--- config.mk ---
export PLATFORM = sky130hd
export DESIGN_NAME = warp_scheduler_flat
export DESIGN_NICKNAME = d
export VERILOG_FILES = /design/src/rtl/warp_scheduler_pkg.sv /design/src/rtl/warp_scheduler_if.sv /design/src/rtl/warp_scheduler_rr_arbiter.sv /design/src/rtl/warp_scheduler.sv /design/src/flat_wrapper.sv
export SDC_FILE = /design/constraint.sdc
export NUM_CORES = 1
export LEC_CHECK = 0
export ABC_CLOCK_PERIOD_IN_PS = 5700
export CORE_MARGIN = 2
export CORE_UTILIZATION = 30
export DETAILED_ROUTE_END_ITERATION = 16
export GPL_TIMING_DRIVEN = 0
export PLACE_DENSITY = 0.52
export SYNTH_ARGS = -nofsm -noshare
export SYNTH_HDL_FRONTEND = slang
export SYNTH_HIERARCHICAL = 1
export SYNTH_SLANG_ARGS = --single-unit
--- constraint.sdc ---
create_clock -name clk -period 5.7 [get_ports clk]
set_input_delay 1.14 -clock clk [delete_from_list [all_inputs] [get_ports clk]]
set_output_delay 1.14 -clock clk [all_outputs]
set_load 0.1 [all_outputs]
--- src/rtl/warp_scheduler_pkg.sv ---
// rtl/warp_scheduler_pkg.sv - shared warp-state encoding and default sizes for the warp scheduler
package warp_scheduler_pkg;

  localparam int DEF_NUM_WARP     = 8;
  localparam int DEF_NUM_WARP_LOG = 3;
  localparam int STATE_W          = 2;

  typedef enum logic [STATE_W-1:0] {
    WS_IDLE    = 2'd0,
    WS_READY   = 2'd1,
    WS_BARRIER = 2'd2,
    WS_EXITED  = 2'd3
  } warp_state_e;

endpackage

--- src/rtl/warp_scheduler_if.sv ---
// rtl/warp_scheduler_if.sv - feedback/launch inputs and grant outputs of the warp scheduler
interface warp_scheduler_if
  import warp_scheduler_pkg::*;
#(
  parameter int NUM_WARP     = DEF_NUM_WARP,
  parameter int NUM_WARP_LOG = DEF_NUM_WARP_LOG
);

  logic                        launch_i;
  logic [NUM_WARP-1:0]         launchMask_i;
  logic [NUM_WARP-1:0]         warpReady_i;
  logic                        stall_i;
  logic                        issuedValid_i;
  logic [NUM_WARP_LOG-1:0]     issuedWarp_i;
  logic                        issuedSync_i;
  logic                        issuedExit_i;
  logic [NUM_WARP_LOG-1:0]     selectedWarp_o;
  logic                        selectedValid_o;
  logic [STATE_W*NUM_WARP-1:0] warpState_o;
  logic                        done_o;

  modport master (
    output launch_i, launchMask_i, warpReady_i, stall_i,
           issuedValid_i, issuedWarp_i, issuedSync_i, issuedExit_i,
    input  selectedWarp_o, selectedValid_o, warpState_o, done_o
  );

  modport slave (
    input  launch_i, launchMask_i, warpReady_i, stall_i,
           issuedValid_i, issuedWarp_i, issuedSync_i, issuedExit_i,
    output selectedWarp_o, selectedValid_o, warpState_o, done_o
  );

endinterface

--- src/rtl/warp_scheduler_rr_arbiter.sv ---
// rtl/warp_scheduler_rr_arbiter.sv - combinational N-way round-robin picker starting after the pointer
module rr_arbiter #(
  parameter int N   = 8,
  parameter int LOG = 3
) (
  input  logic [N-1:0]   i_req,
  input  logic [LOG-1:0] i_ptr,
  output logic [LOG-1:0] o_grant_idx,
  output logic           o_grant_valid
);

  logic [LOG-1:0] w_idx;

  // Offsets 1..N; offset N wraps onto the pointer itself, so it is searched last.
  always_comb begin
    o_grant_idx   = '0;
    o_grant_valid = 1'b0;
    w_idx         = '0;
    for (int i = 1; i <= N; i++) begin
      w_idx = i_ptr + LOG'(i);
      if (!o_grant_valid && i_req[w_idx]) begin
        o_grant_idx   = w_idx;
        o_grant_valid = 1'b1;
      end
    end
  end

endmodule

--- src/rtl/warp_scheduler.sv ---
// rtl/warp_scheduler.sv - per-warp lifecycle tracking with round-robin issue selection and barrier release
module warp_scheduler
  import warp_scheduler_pkg::*;
#(
  parameter int NUM_WARP     = DEF_NUM_WARP,
  parameter int NUM_WARP_LOG = DEF_NUM_WARP_LOG
) (
  input logic             clk,
  input logic             reset,
  warp_scheduler_if.slave bus
);

  generate
    if ((NUM_WARP < 2) || ((NUM_WARP & (NUM_WARP - 1)) != 0) || ((1 << NUM_WARP_LOG) != NUM_WARP)) begin : g_bad_size
      $error("warp_scheduler: NUM_WARP must be a power of two equal to 2**NUM_WARP_LOG");
    end
  endgenerate

  warp_state_e               r_state     [NUM_WARP];
  warp_state_e               w_state_nxt [NUM_WARP];
  logic [NUM_WARP_LOG-1:0]   r_ptr;

  logic [NUM_WARP-1:0]       w_is_ready;
  logic [NUM_WARP-1:0]       w_is_barrier;
  logic [NUM_WARP-1:0]       w_eligible;
  logic [NUM_WARP_LOG-1:0]   w_grant_idx;
  logic                      w_grant_any;
  logic                      w_sel_valid;
  logic                      w_release;
  logic [STATE_W*NUM_WARP-1:0] w_state_packed;

  always_comb begin
    w_is_ready     = '0;
    w_is_barrier   = '0;
    w_eligible     = '0;
    w_state_packed = '0;
    for (int w = 0; w < NUM_WARP; w++) begin
      w_is_ready[w]                 = (r_state[w] == WS_READY);
      w_is_barrier[w]               = (r_state[w] == WS_BARRIER);
      w_eligible[w]                 = w_is_ready[w] && bus.warpReady_i[w];
      w_state_packed[w*STATE_W +: STATE_W] = r_state[w];
    end
  end

  // Barrier drains only once nobody can still reach the sync: exited and idle warps don't block it.
  assign w_release = (|w_is_barrier) && !(|w_is_ready);

  rr_arbiter #(
    .N   (NUM_WARP),
    .LOG (NUM_WARP_LOG)
  ) u_arb (
    .i_req         (w_eligible),
    .i_ptr         (r_ptr),
    .o_grant_idx   (w_grant_idx),
    .o_grant_valid (w_grant_any)
  );

  assign w_sel_valid         = w_grant_any && !bus.stall_i;
  assign bus.selectedValid_o = w_sel_valid;
  assign bus.selectedWarp_o  = w_grant_idx;
  assign bus.warpState_o     = w_state_packed;
  assign bus.done_o          = !((|w_is_ready) || (|w_is_barrier));

  // Feedback only touches READY warps and launch only IDLE/EXITED ones, so the cases never collide.
  always_comb begin
    for (int w = 0; w < NUM_WARP; w++) begin
      w_state_nxt[w] = r_state[w];
      case (r_state[w])
        WS_READY: begin
          if (bus.issuedValid_i && (bus.issuedWarp_i == NUM_WARP_LOG'(w))) begin
            if (bus.issuedExit_i) begin
              w_state_nxt[w] = WS_EXITED;
            end else if (bus.issuedSync_i) begin
              w_state_nxt[w] = WS_BARRIER;
            end
          end
        end
        WS_BARRIER: begin
          if (w_release) begin
            w_state_nxt[w] = WS_READY;
          end
        end
        default: begin
          if (bus.launch_i && bus.launchMask_i[w]) begin
            w_state_nxt[w] = WS_READY;
          end
        end
      endcase
    end
  end

  always_ff @(posedge clk) begin
    if (reset) begin
      for (int w = 0; w < NUM_WARP; w++) begin
        r_state[w] <= WS_IDLE;
      end
      r_ptr <= NUM_WARP_LOG'(NUM_WARP - 1);
    end else begin
      for (int w = 0; w < NUM_WARP; w++) begin
        r_state[w] <= w_state_nxt[w];
      end
      if (w_sel_valid) begin
        r_ptr <= w_grant_idx;
      end
    end
  end

endmodule

--- src/flat_wrapper.sv ---
// flat-port wrapper written by rule: the top's interface ports become plain ports
module warp_scheduler_flat import warp_scheduler_pkg::*;
#(
  parameter int NUM_WARP     = DEF_NUM_WARP,
  parameter int NUM_WARP_LOG = DEF_NUM_WARP_LOG
)
  (clk, reset, bus_launch_i, bus_launchMask_i, bus_warpReady_i, bus_stall_i, bus_issuedValid_i, bus_issuedWarp_i, bus_issuedSync_i, bus_issuedExit_i, bus_selectedWarp_o, bus_selectedValid_o, bus_warpState_o, bus_done_o);
  warp_scheduler_if #(.NUM_WARP(NUM_WARP), .NUM_WARP_LOG(NUM_WARP_LOG)) bus_i ();
  input logic clk;
  input logic reset;
  input wire logic [$bits(bus_i.launch_i)-1:0] bus_launch_i;
  input wire logic [$bits(bus_i.launchMask_i)-1:0] bus_launchMask_i;
  input wire logic [$bits(bus_i.warpReady_i)-1:0] bus_warpReady_i;
  input wire logic [$bits(bus_i.stall_i)-1:0] bus_stall_i;
  input wire logic [$bits(bus_i.issuedValid_i)-1:0] bus_issuedValid_i;
  input wire logic [$bits(bus_i.issuedWarp_i)-1:0] bus_issuedWarp_i;
  input wire logic [$bits(bus_i.issuedSync_i)-1:0] bus_issuedSync_i;
  input wire logic [$bits(bus_i.issuedExit_i)-1:0] bus_issuedExit_i;
  output wire logic [$bits(bus_i.selectedWarp_o)-1:0] bus_selectedWarp_o;
  output wire logic [$bits(bus_i.selectedValid_o)-1:0] bus_selectedValid_o;
  output wire logic [$bits(bus_i.warpState_o)-1:0] bus_warpState_o;
  output wire logic [$bits(bus_i.done_o)-1:0] bus_done_o;
  assign bus_i.launch_i = bus_launch_i;
  assign bus_i.launchMask_i = bus_launchMask_i;
  assign bus_i.warpReady_i = bus_warpReady_i;
  assign bus_i.stall_i = bus_stall_i;
  assign bus_i.issuedValid_i = bus_issuedValid_i;
  assign bus_i.issuedWarp_i = bus_issuedWarp_i;
  assign bus_i.issuedSync_i = bus_issuedSync_i;
  assign bus_i.issuedExit_i = bus_issuedExit_i;
  assign bus_selectedWarp_o = bus_i.selectedWarp_o;
  assign bus_selectedValid_o = bus_i.selectedValid_o;
  assign bus_warpState_o = bus_i.warpState_o;
  assign bus_done_o = bus_i.done_o;
  warp_scheduler #(.NUM_WARP(NUM_WARP), .NUM_WARP_LOG(NUM_WARP_LOG)) u_core (.clk(clk), .reset(reset), .bus(bus_i));
endmodule
==> results of run 1 <==
## how the worst min path moves through the flow
stage                                            startpoint                                 to  slack, ps  depth (start not counted)
after detailed placement  u_core/r_state[0][5]$_SDFFE_PP0P_  u_core/r_state[0][5]$_SDFFE_PP0P_        500                          2
after floorplan                u_core/r_ptr[1]$_SDFFE_PP1P_       u_core/r_ptr[1]$_SDFFE_PP1P_        470                          2
after CTS                 u_core/r_state[0][5]$_SDFFE_PP0P_  u_core/r_state[0][5]$_SDFFE_PP0P_        510                          2
after global placement    u_core/r_state[0][5]$_SDFFE_PP0P_  u_core/r_state[0][5]$_SDFFE_PP0P_        490                          2
final                     u_core/r_state[1][3]$_SDFFE_PP0P_  u_core/r_state[1][3]$_SDFFE_PP0P_        500                          2
after global routing      u_core/r_state[0][5]$_SDFFE_PP0P_  u_core/r_state[0][5]$_SDFFE_PP0P_        530                          2
## routing by layer
layer  GRT usage  routed length [µm]
met5           0                   0
met4      0.0308                  21
met3      0.0209                 204
met2       0.276                3150
met1       0.195                2870
## final cells by class
type                            count  share of cell area
Multi-Input combinational cell    208               0.600
Tap cell                           99              0.0434
Timing Repair Buffer               45               0.155
Sequential cell                    19               0.133
Clock buffer                        4              0.0158
Inverter                           21              0.0276
Buffer                             10              0.0241
## registers in the layout (all words and copies together), names as in the netlist
register        cells
u_core/r_state     16
u_core/r_ptr        3
## cells in the mapped netlist (4+ instances only)
library cell	instances	share of area
a21boi_1	4	0.013
a21oi_1	17	0.038
a22o_1	4	0.016
and2_1	7	0.020
clkbuf_1	5	0.0084
dfxtp_1	19	0.17
ha_1	18	0.10
inv_1	20	0.034
mux2_1	8	0.040
mux2i_1	12	0.054
mux4_1	5	0.059
nand2_1	33	0.055
nand2b_1	4	0.011
nor2_1	13	0.022
o21a_1	6	0.020
o311ai_0	6	0.023
## worst reg2reg max path: stages, from the launching register on
cell	delay, ps
dfxtp_1	370
clkbuf_1	300
clkbuf_2	290
inv_1	140
ha_1	520
mux4_1	470
mux2_2	360
or4_1	470
buf_2	170
nor3_2	220
nand2_1	80
nor2b_1	120
clkbuf_1	150
mux2i_1	170
nand2_1	60
## stage by stage
stage	std cells	instance area, µm²	setup WS (ps)
floorplan	259	2240	253
global placement	403	2820	-510
detailed placement	403	2820	-457
CTS	406	2870	41.0
global route	406	2850	25.7
finish	406	2850	174
## cell usage in the layout (no fill, tap or decap), types with 3 or more instances in the layout
cell type,instances
inv_1,20
clkbuf_8,3
clkbuf_1,4
o21ai_0,3
nand2_1,33
dfxtp_1,19
a221oi_2,3
mux2_1,8
mux2i_1,12
nor2b_1,3
o41ai_1,3
a22o_1,4
nor2_1,13
o311ai_0,6
buf_2,4
nand2b_1,4
clkdlybuf4s50_1,41
a21oi_1,17
o21a_1,6
or4b_1,3
and2_1,7
ha_1,18
mux4_1,5
nor4_1,3
a21boi_1,4
o211ai_1,3
## repair_timing
item,in CTS,in global routing
endpoints found under the setup margin,4,2
resized for setup,13,4
cloned,0,0
## kinds of logic (layout without fill, tap and decap cells)
group | count (synthesis) | count (layout) | synth area share
XOR/XNOR | 3 | 3 | 0.0117
flip-flops | 19 | 19 | 0.170
AND/OR/NAND/NOR | 81 | 81 | 0.201
adder cells (fa/ha/maj) | 18 | 18 | 0.101
AO/OA/AOI/OAI | 75 | 75 | 0.253
buffers and inverters | 32 | 80 | 0.0671
multiplexers | 31 | 31 | 0.196
==> reports/results.tsv, run 1 <==
metric	value	unit
status	finished clean	
die footprint	0.00816	mm²
CP Launch Point	bus_warpReady_i[4]	
Final setup viols	0	
largest net degree at the start of global routing	11	
reg2reg path depth	14	
Port Buffer Count	45	
Vias/cell	5.28	
# fillers	784	
fraction of registers with async set/reset	0	
Post-synth EDFFs	0	
Netlist cell types	63	
Worst slew margin	0.346	
total CTS buffers	3	
max-cap violations	0	
clock tree sinks	19	
Worst Path Buf+Inv	3	
CTS root buf	clkbuf_8	
worst endpoint required time	4560	ps
Crit Path Max Fanout	6	
Pins Over Slew Limit	0	
Max clock buf depth	2	
grt ovf	0	
unrepaired setup endpoints after global routing	false	
Worst-Margin Slew	978	ps
post-CTS setup buffer count	0	
vias in the first global route	2083	
via count	2145	
hold crit path type	flip-flop to flip-flop	
startpoint type of the worst setup path	primary input	
Top Family by Delay on Critical Path	buffers and inverters	
Worst-Skew Late Latency	260	ps
initial core utilization	0.308	
first-pass GRT wire length	10400	µm
r2r setup slk	1680	ps
Syn Area/Cell	8.64	µm²
Fin Hold WS	503	ps
antenna violations before repair	0	
Yosys reg bits	19	
n_diodes	0	
final hold violation count	0	
Seq/Total Area, Yosys	0.170	
Storage cell area	380	µm²
Min Clock Period, post-route	5530	ps
overall routing resource usage	0.153	
hold_buf cts	0	
routed len/inst	15.4	µm
period utilization	0.970	
CTS tree	built	
core area	0.00725	mm²
clk slew on worst S/H paths	70	ps
FF-to-FF Start	u_core/r_ptr[1]$_SDFFE_PP1P_	
die height	90.4	µm
Slowest-stage cell, CP	mux4_1	
highest clock rate	0.181	GHz
H-tree depth	1	
final setup TNS	0	ps
RR Endpoint	u_core/r_ptr[2]$_SDFFE_PP1P_	
First-pass DRT Iterations	4	
Cell Chain, Critical Path	clkdlybuf4s50_1, and2_1, mux4_1, mux2_1, or4_1, buf_2, nor3_2, a21o_1, clkdlybuf4s15_2	
Routed WL	6250	µm
FP Rows	31	
Worst path depth	9	
Synthesis Warnings	6	
Crit Path Class	primary input to primary output	
skew final	1.58	ps
Mapped Area	0.00224	mm²
Layout Nets	352	
Worst Path Arrival	4390	ps
Cells after Synth	259	
placed wire-length estimate	4980	µm
Antenna Nets Post-Route	0	
GPL Wtd Cong	0.831	
max incr delay on CP	630	ps
critical path capture point type	primary output	
area of the multi-input gates	0.00171	mm²
Synth Net Count	303	
DRC violations left	0	
Post-synth top flop	dfxtp_1	
Layout area overhead	27.5	%
IO Count	47	
layout cell share with drive strength beyond 1	0.101	
worst setup path endpoint	bus_selectedWarp_o[2]	
fin util	0.393	
chip width	90.4	µm
DR iter-0 viols	67	
Power of run 1 is left out: the tool's default activity adds up to more than one toggle a clock period on the data nets, which glitch-free logic cannot reach.
==> run 2: changes to the inputs <==
--- a/config.mk
+++ b/config.mk
@@ -8,6 +8,7 @@
 export ABC_CLOCK_PERIOD_IN_PS = 5700
 export CORE_MARGIN = 2
 export CORE_UTILIZATION = 30
+export CTS_CLUSTER_SIZE = 14
 export DETAILED_ROUTE_END_ITERATION = 16
 export GPL_TIMING_DRIVEN = 0
 export PLACE_DENSITY = 0.52
==> results of run 2 <==
Final layout, timing and power as in run 1 (identical DEF).
Power of run 2 is left out for the same reason.
==> run 3: changes to the inputs <==
--- a/config.mk
+++ b/config.mk
@@ -5,14 +5,16 @@
 export SDC_FILE = /design/constraint.sdc
 export NUM_CORES = 1
 export LEC_CHECK = 0
-export ABC_CLOCK_PERIOD_IN_PS = 5700
+export ABC_CLOCK_PERIOD_IN_PS = 6400
 export CORE_MARGIN = 2
 export CORE_UTILIZATION = 30
 export CTS_CLUSTER_SIZE = 14
 export DETAILED_ROUTE_END_ITERATION = 16
+export DONT_BUFFER_PORTS = 1
 export GPL_TIMING_DRIVEN = 0
-export PLACE_DENSITY = 0.52
+export PLACE_DENSITY = 0.44
 export SYNTH_ARGS = -nofsm -noshare
 export SYNTH_HDL_FRONTEND = slang
 export SYNTH_HIERARCHICAL = 1
 export SYNTH_SLANG_ARGS = --single-unit
+export TNS_END_PERCENT = 30
==> constraint.sdc (replaced) <==
create_clock -name clk -period 6.4 [get_ports clk]
set_input_delay 1.28 -clock clk [delete_from_list [all_inputs] [get_ports clk]]
set_output_delay 1.28 -clock clk [all_outputs]
set_load 0.1 [all_outputs]
==> reports/results.tsv, run 3 (synthesis gave the netlist of run 1 again) <==
metric	value	unit	change
Placed Cells	360		was 403
layout cell share with drive strength beyond 1	0.106		was 0.101
initial core utilization	0.308		unchanged
largest net degree at the start of global routing	11		unchanged
antenna violations before repair	0		unchanged
non-filler instance count after layout	364		was 406
DR iter-0 viols	82		was 67
routed len/inst	17.5	µm	was 15.4 µm
max FFs per register	16		unchanged
Crit Path Max Fanout	10		was 6
Cell Chain, Critical Path	clkbuf_1, clkbuf_1, inv_1, ha_1, clkbuf_1, mux4_1, mux2_2, or4_1, buf_2, nor3_2, nand2_1, nor2b_1, clkbuf_1		was clkdlybuf4s50_1, and2_1, mux4_1, mux2_1, or4_1, buf_2, nor3_2, a21o_1, clkdlybuf4s15_2
DRC violations left	0		unchanged
Worst-Margin Slew	1360	ps	was 978 ps
n_diodes	0		unchanged
final hold violation count	0		unchanged
critical path capture point type	primary output		unchanged
Worst-Skew Late Latency	260	ps	about the same
worst endpoint required time	5120	ps	was 4560 ps
Final setup viols	0		unchanged
H-tree depth	1		unchanged
period utilization	0.953		
FP Rows	31		unchanged
skew final	8.02	ps	was 1.58 ps
routing usage on met1	0.189		was 0.195
Vias/cell	5.46		was 5.28
Largest Register	u_core/r_state		unchanged
max-cap violations	0		unchanged
highest clock rate	0.164	GHz	
PostCTS Resize Cnt	0		was 13
Pins Over Slew Limit	0		unchanged
First-pass DRT Iterations	4		unchanged
Min Clock Period, post-route	6100	ps	
most used cell, CP	clkbuf_1		
Antenna Nets Post-Route	0		unchanged
biggest regs	u_core/r_state (16), u_core/r_ptr (3)		unchanged
via count	1988		was 2,145
CTS root buf	clkbuf_8		unchanged
overall routing resource usage	0.156		was 0.153
Layout area overhead	9.34	%	was 27.5%
post-CTS setup buffer count	0		unchanged
Crit Path Class	flip-flop to primary output		was primary input to primary output
GR Util met2	0.285		was 0.276
Worst Path Arrival	4820	ps	was 4390 ps
vias in the first global route	2020		was 2,083
startpoint type of the worst setup path	flip-flop		was primary input
GPL Wtd Cong	0.819		was 0.831
unrepaired setup endpoints after global routing	false		unchanged
Routed WL	6370	µm	was 6250 µm
max incr delay on CP	560	ps	was 630 ps
Max clock buf depth	2		unchanged
hold_buf cts	0		unchanged
first-pass GRT wire length	10400	µm	about the same
placed wire-length estimate	5100	µm	was 4980 µm
# fillers	805		was 784
clock tree sinks	19		unchanged
total CTS buffers	3		unchanged
hold crit path type	flip-flop to flip-flop		unchanged
Storage cell area	380	µm²	unchanged
final setup TNS	0	ps	unchanged
Port Buffer Count	0		was 45
clk slew on worst S/H paths	70	ps	about the same
die height	90.4	µm	unchanged
Layout Nets	310		was 352
Slowest-stage cell, CP	clkbuf_1		was mux4_1
grt ovf	0		unchanged
chip width	90.4	µm	unchanged
status	finished clean		unchanged
GRT Max-Usage Layer	met2		unchanged
die footprint	0.00816	mm²	unchanged
most common cell after layout, fill and taps aside	nand2_1		was clkdlybuf4s50_1
CTS tree	built		unchanged
IO Count	47		unchanged
fin util	0.337		was 0.393
Worst slew margin	0.0937		was 0.346
core area	0.00725	mm²	unchanged
Fin Hold WS	533	ps	was 503 ps
most frequent cells in the layout	33 x nand2_1, 20 x inv_1, 19 x dfxtp_1, 18 x ha_1, 17 x a21oi_1		was 41 x clkdlybuf4s50_1, 33 x nand2_1, 20 x inv_1, 19 x dfxtp_1, 18 x ha_1
met3 Usage GRT	0.0317		was 0.0209
area of the multi-input gates	0.00172	mm²	was 0.00171 mm²
==> run 3: worst max-delay path, delay by kind of cell, from the launching register on <==
family,cells,cell delay (ps)
multiplexers,2,860
AND/OR/NAND/NOR,4,900
adder cells (fa/ha/maj),1,330
buffers and inverters,6,2100
flip-flops,1,360
==> run 3: path summary, 6_finish.rpt <==
check,start,endpoint,slack [ps],depth (start not counted)
worst max-delay path,u_core/r_ptr[1]$_SDFFE_PP1P_,bus_selectedValid_o,300,13
worst min-delay path,u_core/r_ptr[1]$_SDFFE_PP1P_,u_core/r_ptr[1]$_SDFFE_PP1P_,530,2
worst max register to register,u_core/r_ptr[1]$_SDFFE_PP1P_,u_core/r_ptr[1]$_SDFFE_PP1P_,1300,15
worst min register to register,u_core/r_ptr[1]$_SDFFE_PP1P_,u_core/r_ptr[1]$_SDFFE_PP1P_,530,2
==> run 3: layout make-up <==
cell class                 instances  area share
inverter                          21      0.0322
tap                               99      0.0506
sequential                        19       0.155
multi-input combinational        208       0.701
buffer                            11      0.0292
timing repair buffer               2      0.0128
clock buffer                       4      0.0184
==> run 3: through the flow <==
step                      instance area (µm²)  worst slack (ps)
after detailed placement                 2400               565
after global placement                   2360              -422
final                                    2450               299
after floorplan                          2240               138
after global routing                     2450              55.3
after CTS                                2450               251
==> run 3: routing by layer <==
| metal | share of wire | up-vias |
|---|---|---|
| li1 | - | 991 |
| met1 | 0.44 | 956 |
| met2 | 0.50 | 39 |
| met3 | 0.051 | 2 |
| met4 | 0.0036 | 0 |
| met5 | 0 | - |
Power of run 3 is left out for the same reason.
